### config.mk
export PLATFORM = sky130hd
export DESIGN_NAME = rgb_frame_seq_flat
export DESIGN_NICKNAME = d
export VERILOG_FILES = /design/src/rtl/rgb_frame_seq_if.sv /design/src/rtl/rgb_frame_seq.sv /design/src/flat_wrapper.sv
export SDC_FILE = /design/constraint.sdc
export NUM_CORES = 1
export LEC_CHECK = 0
export BUFFER_PORTS_ARGS = -buffer_cell sky130_fd_sc_hd__buf_2
export CORE_ASPECT_RATIO = 1.5
export CORE_MARGIN = 2
export CORE_UTILIZATION = 45
export CTS_CLUSTER_DIAMETER = 60
export CTS_CLUSTER_SIZE = 10
export DETAILED_ROUTE_END_ITERATION = 8
export PLACE_DENSITY = 0.68
export SYNTH_ARGS = -nofsm -noshare
export SYNTH_HDL_FRONTEND = slang
export SYNTH_SLANG_ARGS = --single-unit
### constraint.sdc
create_clock -name clk -period 5.15 [get_ports clk]
set_input_delay 0.2575 -clock clk [delete_from_list [all_inputs] [get_ports clk]]
set_output_delay 0.2575 -clock clk [all_outputs]
set_load 0.02 [all_outputs]
### src/rtl/rgb_frame_seq_if.sv
// Pixel word handshake between the frame sequencer and the RGB->RGBW path.
// Ports: pix_data/pix_idx/pix_valid from master, pix_ready from slave.
interface rgb_frame_seq_if #(
  parameter int NUM_LEDS     = 60,
  parameter int BITS_PER_LED = 24
);
  localparam int IDX_W = (NUM_LEDS > 1) ? $clog2(NUM_LEDS) : 1;

  logic [BITS_PER_LED-1:0] pix_data;
  logic [IDX_W-1:0]        pix_idx;
  logic                    pix_valid;
  logic                    pix_ready;

  modport master (
    output pix_data,
    output pix_idx,
    output pix_valid,
    input  pix_ready
  );

  modport slave (
    input  pix_data,
    input  pix_idx,
    input  pix_valid,
    output pix_ready
  );
endinterface

### src/rtl/rgb_frame_seq.sv
// WS2812b frame sequencer: assembles GRB words from bit strobes, tags LED index.
// Ports: clk, rst (sync, active-high), bit_in/bit_strobe/bit_stream_reset in,
//   pix (master: pix_data, pix_idx, pix_valid, pix_ready), frame_start,
//   frame_done, short_frame (1-clk pulses), overflow (sticky).
//   Macro RGB_FRAME_SEQ_STATS_EN adds frame_cnt[15:0] and short_cnt[7:0].
module rgb_frame_seq #(
  parameter int NUM_LEDS     = 60,
  parameter int BITS_PER_LED = 24
) (
  input  logic clk,
  input  logic rst,
  input  logic bit_in,
  input  logic bit_strobe,
  input  logic bit_stream_reset,
  rgb_frame_seq_if.master pix,
  output logic frame_start,
  output logic frame_done,
  output logic short_frame,
  output logic overflow
`ifdef RGB_FRAME_SEQ_STATS_EN
  ,
  output logic [15:0] frame_cnt,
  output logic [7:0]  short_cnt
`endif
);
  localparam int IDX_W = (NUM_LEDS > 1) ? $clog2(NUM_LEDS) : 1;
  localparam int CNT_W = (BITS_PER_LED > 1) ? $clog2(BITS_PER_LED) : 1;
  localparam logic [IDX_W-1:0] LAST_IDX = IDX_W'(NUM_LEDS - 1);
  localparam logic [CNT_W-1:0] LAST_BIT = CNT_W'(BITS_PER_LED - 1);

  typedef enum logic [1:0] {
    SYNC,
    COLLECT,
    DONE
  } state_t;

  state_t                  state_q;
  state_t                  state_d;
  logic [BITS_PER_LED-1:0] shreg_q;
  logic [BITS_PER_LED-1:0] shreg_d;
  logic [CNT_W-1:0]        bit_cnt_q;
  logic [CNT_W-1:0]        bit_cnt_d;
  logic [IDX_W-1:0]        led_idx_q;
  logic [IDX_W-1:0]        led_idx_d;
  logic [BITS_PER_LED-1:0] data_q;
  logic [BITS_PER_LED-1:0] data_d;
  logic [IDX_W-1:0]        idx_q;
  logic [IDX_W-1:0]        idx_d;
  logic                    valid_q;
  logic                    valid_d;
  logic                    fs_q;
  logic                    fs_d;
  logic                    fd_q;
  logic                    fd_d;
  logic                    sf_q;
  logic                    sf_d;
  logic                    ovf_q;
  logic                    ovf_d;

  logic                    sr_evt;
  logic                    bit_evt;
  logic                    can_load;
  logic [BITS_PER_LED-1:0] word;

  assign sr_evt   = bit_strobe & bit_stream_reset;
  assign bit_evt  = bit_strobe & ~bit_stream_reset
                  & (state_q == COLLECT);
  // Slot is free if empty or being drained this very cycle.
  assign can_load = ~valid_q | pix.pix_ready;
  assign word     = {shreg_q[BITS_PER_LED-2:0], bit_in};

  always_ff @(posedge clk) begin
    if (rst) begin
      state_q   <= SYNC;
      shreg_q   <= '0;
      bit_cnt_q <= '0;
      led_idx_q <= '0;
      data_q    <= '0;
      idx_q     <= '0;
      valid_q   <= 1'b0;
      fs_q      <= 1'b0;
      fd_q      <= 1'b0;
      sf_q      <= 1'b0;
      ovf_q     <= 1'b0;
    end else begin
      state_q   <= state_d;
      shreg_q   <= shreg_d;
      bit_cnt_q <= bit_cnt_d;
      led_idx_q <= led_idx_d;
      data_q    <= data_d;
      idx_q     <= idx_d;
      valid_q   <= valid_d;
      fs_q      <= fs_d;
      fd_q      <= fd_d;
      sf_q      <= sf_d;
      ovf_q     <= ovf_d;
    end
  end

  always_comb begin
    state_d   = state_q;
    shreg_d   = shreg_q;
    bit_cnt_d = bit_cnt_q;
    led_idx_d = led_idx_q;
    data_d    = data_q;
    idx_d     = idx_q;
    valid_d   = valid_q;
    fs_d      = 1'b0;
    fd_d      = 1'b0;
    sf_d      = 1'b0;
    ovf_d     = ovf_q;

    if (valid_q && pix.pix_ready) begin
      valid_d = 1'b0;
    end

    unique case (1'b1)
      sr_evt: begin
        state_d   = COLLECT;
        shreg_d   = '0;
        bit_cnt_d = '0;
        led_idx_d = '0;
        fs_d      = 1'b1;
        sf_d      = (state_q == COLLECT)
                  && ((led_idx_q != '0)
                  || (bit_cnt_q != '0));
      end
      bit_evt: begin
        shreg_d = word;
        if (bit_cnt_q == LAST_BIT) begin
          bit_cnt_d = '0;
          if (led_idx_q == LAST_IDX) begin
            state_d = DONE;
            fd_d    = 1'b1;
          end else begin
            led_idx_d = led_idx_q + IDX_W'(1);
          end
          if (can_load) begin
            data_d  = word;
            idx_d   = led_idx_q;
            valid_d = 1'b1;
          end else begin
            ovf_d = 1'b1;
          end
        end else begin
          bit_cnt_d = bit_cnt_q + CNT_W'(1);
        end
      end
      default: ;
    endcase
  end

  assign pix.pix_data  = data_q;
  assign pix.pix_idx   = idx_q;
  assign pix.pix_valid = valid_q;
  assign frame_start   = fs_q;
  assign frame_done    = fd_q;
  assign short_frame   = sf_q;
  assign overflow      = ovf_q;

`ifdef RGB_FRAME_SEQ_STATS_EN
  logic [15:0] frame_cnt_q;
  logic [7:0]  short_cnt_q;

  always_ff @(posedge clk) begin
    if (rst) begin
      frame_cnt_q <= '0;
      short_cnt_q <= '0;
    end else begin
      if (fd_d) begin
        frame_cnt_q <= frame_cnt_q + 16'd1;
      end
      if (sf_d && (short_cnt_q != 8'hFF)) begin
        short_cnt_q <= short_cnt_q + 8'd1;
      end
    end
  end

  assign frame_cnt = frame_cnt_q;
  assign short_cnt = short_cnt_q;
`endif
endmodule

### src/flat_wrapper.sv
// flat-port wrapper written by rule: the top's interface ports become plain ports
module rgb_frame_seq_flat 
#(
  parameter int NUM_LEDS     = 60,
  parameter int BITS_PER_LED = 24
)
  (clk, rst, bit_in, bit_strobe, bit_stream_reset, frame_start, frame_done, short_frame, overflow, pix_pix_data, pix_pix_idx, pix_pix_valid, pix_pix_ready);
  rgb_frame_seq_if #(.NUM_LEDS(NUM_LEDS), .BITS_PER_LED(BITS_PER_LED)) pix_i ();
  input  logic clk;
  input  logic rst;
  input  logic bit_in;
  input  logic bit_strobe;
  input  logic bit_stream_reset;
  output logic frame_start;
  output logic frame_done;
  output logic short_frame;
  output logic overflow;
  output wire logic [$bits(pix_i.pix_data)-1:0] pix_pix_data;
  output wire logic [$bits(pix_i.pix_idx)-1:0] pix_pix_idx;
  output wire logic [$bits(pix_i.pix_valid)-1:0] pix_pix_valid;
  input wire logic [$bits(pix_i.pix_ready)-1:0] pix_pix_ready;
  assign pix_pix_data = pix_i.pix_data;
  assign pix_pix_idx = pix_i.pix_idx;
  assign pix_pix_valid = pix_i.pix_valid;
  assign pix_i.pix_ready = pix_pix_ready;
  rgb_frame_seq #(.NUM_LEDS(NUM_LEDS), .BITS_PER_LED(BITS_PER_LED)) u_core (.clk(clk), .rst(rst), .bit_in(bit_in), .bit_strobe(bit_strobe), .bit_stream_reset(bit_stream_reset), .pix(pix_i), .frame_start(frame_start), .frame_done(frame_done), .short_frame(short_frame), .overflow(overflow));
endmodule
==> results.md <==
- The flow ran to the end, and the final reports show no timing, DRC or antenna violations.
- The netlist uses 38 different library cells.
- The count of warnings emitted by yosys is 0.
- After floorplanning, the core was divided into 35 placement rows.
- The number of flops mapped to enable cells by yosys is 0.
- The number of antenna violations at the first check in global routing came to 0.
- The repair_antennas step left the layout with diodes totalling 0.
- The clock network latency to the later pin of the worst-skew pair is 0.35 ns.
- The core region is 6090 um^2.
- The register area share after synthesis is 50.8%.
- The post-CTS clock slew at the launch and capture registers of the worst setup and hold paths is 0.07 ns.
- The peak ir drop on the vdd network is 0.226 mV.
- The buffer levels on the longest clock path is 2.
- The area enclosed by the die boundary is 6880 um^2.
- The path with the worst hold slack has its endpoint at u_core.pix.pix_data[0].
- The achievable frequency is 411 MHz.
- The count of nets left with antenna violations once routing finished came out at 0.
- The largest net degree at the start of global routing is 72.
- At the end of routability-driven placement, the weighted congestion stood at 0.854.
- The longest individual stage delay on the worst path is 0.64 ns.
- The final design utilization is 52.5%.
- The tool flagged a number of max-cap violations equal to 0.
- The worst path uses 47.2% of the clock period.
- The net count of the mapped netlist is 293.
- For the worst setup path, the data required time is 5.36 ns.
- For met2 alone, demand over resource in global routing was 28.2%.
- The worst setup path is captured at a register.
- The post-route setup TNS is 0 ns.
- In this run, the clock network consumes 46.2% of the power.
- After detailed routing, the total wire length is 5400 um.
- The per-cell routed wire length is 13.6 um.
- The area growth from synthesis to layout is 14.1%.
- The mean number of vias per cell is 5.28.
- For this design, the CTS-stage hold fixing added 0 buffers.
- The leakage power of the design is 1.25 nW.
- For the pin with the worst max-slew slack, the measured transition is 1.10 ns.
- The sink count of the clock tree is 71.
- The worst flop-to-flop path startpoint is u_core.bit_cnt_q[1].
- The reg2reg setup slack is 2.72 ns.
- The number of hold violations in the final report was 0.
- The die is 68.4 um wide.
- The worst endpoint data arrival time is 2.64 ns.
- From bottom edge to top edge, the die measures 101 um.
- Global routing used 17.9% of the available tracks across all layers.
- The I/O pin total is 41.
- The number of max-slew violations in the final report is 0.
- Counting flops and latches in the post-synthesis netlist gives 71.
- The final route contains 2097 vias.
- Setup repair after global routing left no endpoint under its margin.
- The via count of the first global-routing pass is 2035.
- The worst register-to-register path has a depth of 6.
- Summed over all layers, the global routing overflow is 0.
- The proportion of power drawn by flip-flops and latches is 51.3%.
- The number of instances on the worst hold path is 3.
- The startpoint identified for the worst hold timing path is bit_in.
- The power density of the placed cells is 336 nW/um^2.
- The type of the most critical hold path is in2reg.
- Yosys attributes the largest share of cell area to dfxtp_1, mux2i_1, nor2_1, a22oi_1, a21oi_1.
- The first global-routing pass estimated 9230 um of wire.
- The cell area that synthesis handed to floorplanning was 2800 um^2.
- After clock tree synthesis, the repair step resized 0 gates.
- Setup violations remaining at the end of the flow were counted as 0.
- The largest total area in the synthesized netlist belongs to dfxtp_1.
- Broken down by cell family, the worst path's largest delay share belongs to simple AND/OR/NAND/NOR gates.
- Combinational cells account for 2.5% of the total power.
- For this run, global-route usage on met1 was measured as 21.0%.
- The root buffer cell is clkbuf_8.
- Counting every instance in the synthesized netlist gives 283.
- The count of input and output buffers is 40.
- Once the floorplan was initialized, standard cells occupied 46.0% of the core.
- The number of inserted filler cells in the final layout is 571.
- Once detailed placement completed, the half-perimeter wirelength came to 3480 um.
- The headroom to the max-slew limit is 26.6%.
- The violation count after the first detailed-routing iteration is 82.
- The met3 usage is 6.03%.
- The total internal power is 0.844 mW.
- The end of the worst register-to-register path is u_core.pix.pix_data[9].
- The routing layer with the top usage in global route is met2.
- The total cell area at the placement stage is 2960 um^2.
- Net switching is 21.5% of the power.
- The nature of the critical path startpoint is a register.
- The final layout net count is 328.
- In the synthesized netlist the dominant register cell turns out to be dfxtp_1.
- Summed over all nets, the switching power comes to 0.231 mW.
- The class of the most critical setup path is reg2reg.
- The clock tree synthesis step divided the H-tree into 3 levels.
- The critical path goes through ha_1 > nand4b_4 > nor3_4 > buf_4 > mux2i_1 > nor2_1.
- The master of the slowest instance on the critical path is nor3_4.
- The clock tree from TritonCTS is done.
- For this run, asynchronously set or reset flops after synthesis account for 0%.
- Along the worst path, the maximum fanout reaches 19.
- For this run, the detailed router's first-pass iteration total came to 4.
- The number of buffers added for setup after CTS is 0.
- Once layout is done, the placed cells without fillers occupy 3190 um^2.
- The share of post-route cells with drive strength above 1 is 19.5%.
- The worst clock skew is 0.00578 ns.
- The minimum period implied by the final worst setup slack is 2.43 ns.
- The TritonCTS buffer count is 9.
- The number of DRC violations after detailed routing is 0.
- The area share of the leading cell type in the synthesized netlist is 50.8%.
- A synthesized cell averages 9.89 um^2.
- The number of buffers and inverters on the critical path is 1.
==> synth_stat cells (all sizes together), types with 5 or more instances <==
library cell  count
o21ai             6
inv               6
mux2i            31
dfxtp            71
nand3             7
nor2             62
clkbuf            8
nor3              5
nand2            10
a22oi            24
a21oi            10
nand4             5
buf              10
==> power by group through the flow <==
| stage | Sequential [mW] | Clock, mW | Combinational [mW] |
|---|---|---|---|
| after floorplan | 0.564 | 0 | 0.0211 |
| after global placement | 0.564 | 0 | 0.0267 |
| after detailed placement | 0.564 | 0 | 0.0268 |
| after CTS | 0.551 | 0.513 | 0.0269 |
| after global routing | 0.551 | 0.531 | 0.0295 |
| final | 0.551 | 0.497 | 0.0266 |
==> state kept, by name, indices dropped and copies added (netlist names) <==
register              flops
u_core.pix.pix_valid      1
u_core.bit_cnt_q          5
u_core.frame_done         1
u_core.pix.pix_data      24
u_core.shreg_q           23
u_core.overflow           1
u_core.state_q            2
u_core.led_idx_q          6
u_core.frame_start        1
u_core.short_frame        1
u_core.pix.pix_idx        6
==> cell usage in the layout (no fill, tap or decap), types with 2 or more instances in the layout <==
cell type / Yosys / routed
o32ai_1: 2 / 2
nand4_1: 5 / 5
o21ai_0: 5 / 5
a21oi_1: 10 / 10
buf_4: 0 / 3
dfxtp_1: 71 / 71
bufinv_16: 0 / 2
a22oi_1: 24 / 24
inv_1: 6 / 6
clkinvlp_4: 0 / 2
nand3b_1: 3 / 3
nand3_1: 7 / 7
clkbuf_8: 2 / 10
nor2_1: 62 / 62
buf_2: 6 / 40
a31oi_1: 3 / 3
mux2i_1: 31 / 31
nor2b_1: 2 / 2
nand2_1: 10 / 10
ha_1: 4 / 4
nor3_1: 4 / 4
==> worst max-delay path by stage <==
stage                                   end           startpoint  cells past startpoint
finish               u_core.pix.pix_data[9]  u_core.bit_cnt_q[1]                      6
CTS                  u_core.pix.pix_data[9]  u_core.bit_cnt_q[0]                      6
global route         u_core.pix.pix_data[9]  u_core.bit_cnt_q[1]                      6
global placement    u_core.pix.pix_data[23]  u_core.bit_cnt_q[1]                      6
floorplan           u_core.pix.pix_data[10]  u_core.bit_cnt_q[0]                      6
detailed placement   u_core.pix.pix_data[9]  u_core.bit_cnt_q[0]                      6
==> cell families (layout without fill, tap and decap cells) <==
logic type / Yosys count / in the layout / synth area share (%)
simple gates: 106 / 106 / 19.2
flops: 71 / 71 / 50.8
compound gates: 46 / 46 / 11.0
mux: 31 / 31 / 11.1
buf+inv: 25 / 65 / 6.17
fa+ha+maj: 4 / 4 / 1.79
==> tightest hold or removal path: cells and delay by family <==
kind | cells | cell delay, ns
multiplexers | 1 | 0.06
buffers and inverters | 1 | 0.10
AND/OR/NAND/NOR | 1 | 0.07
==> final cells by class <==
class / instances / area (um^2) / share of cell area, %
clock buffer: 10 / 138 / 4.31
clock inverter: 6 / 92.6 / 2.90
inverter: 6 / 22.5 / 0.705
multi-input combinational: 187 / 1200 / 37.7
sequential: 71 / 1420 / 44.5
tap: 74 / 92.6 / 2.90
timing repair buffer: 43 / 223 / 6.97
==> through the flow <==
| stage | power (mW) | hold slack [ns] | worst slack, ns | std cells |
|---|---|---|---|---|
| 2_1_floorplan | 0.585 | 0.405 | 3.53 | 283 |
| 3_3_place_gp | 0.590 | 0.470 | 2.82 | 381 |
| 3_5_place_dp | 0.591 | 0.471 | 2.69 | 381 |
| 4_1_cts | 1.09 | 0.159 | 2.69 | 397 |
| 5_1_grt | 1.11 | 0.189 | 2.47 | 397 |
| 6_report | 1.07 | 0.170 | 2.72 | 397 |
==> layer usage <==
metal  vias to the layer above  part of all wire [%]
li1                       1060                     -
met1                       990                    45
met2                        35                    49
met3                        12                   3.5
met4                         0                   2.5
met5                         -                     0
No activity file was read; power rests on OpenSTA's default activity.
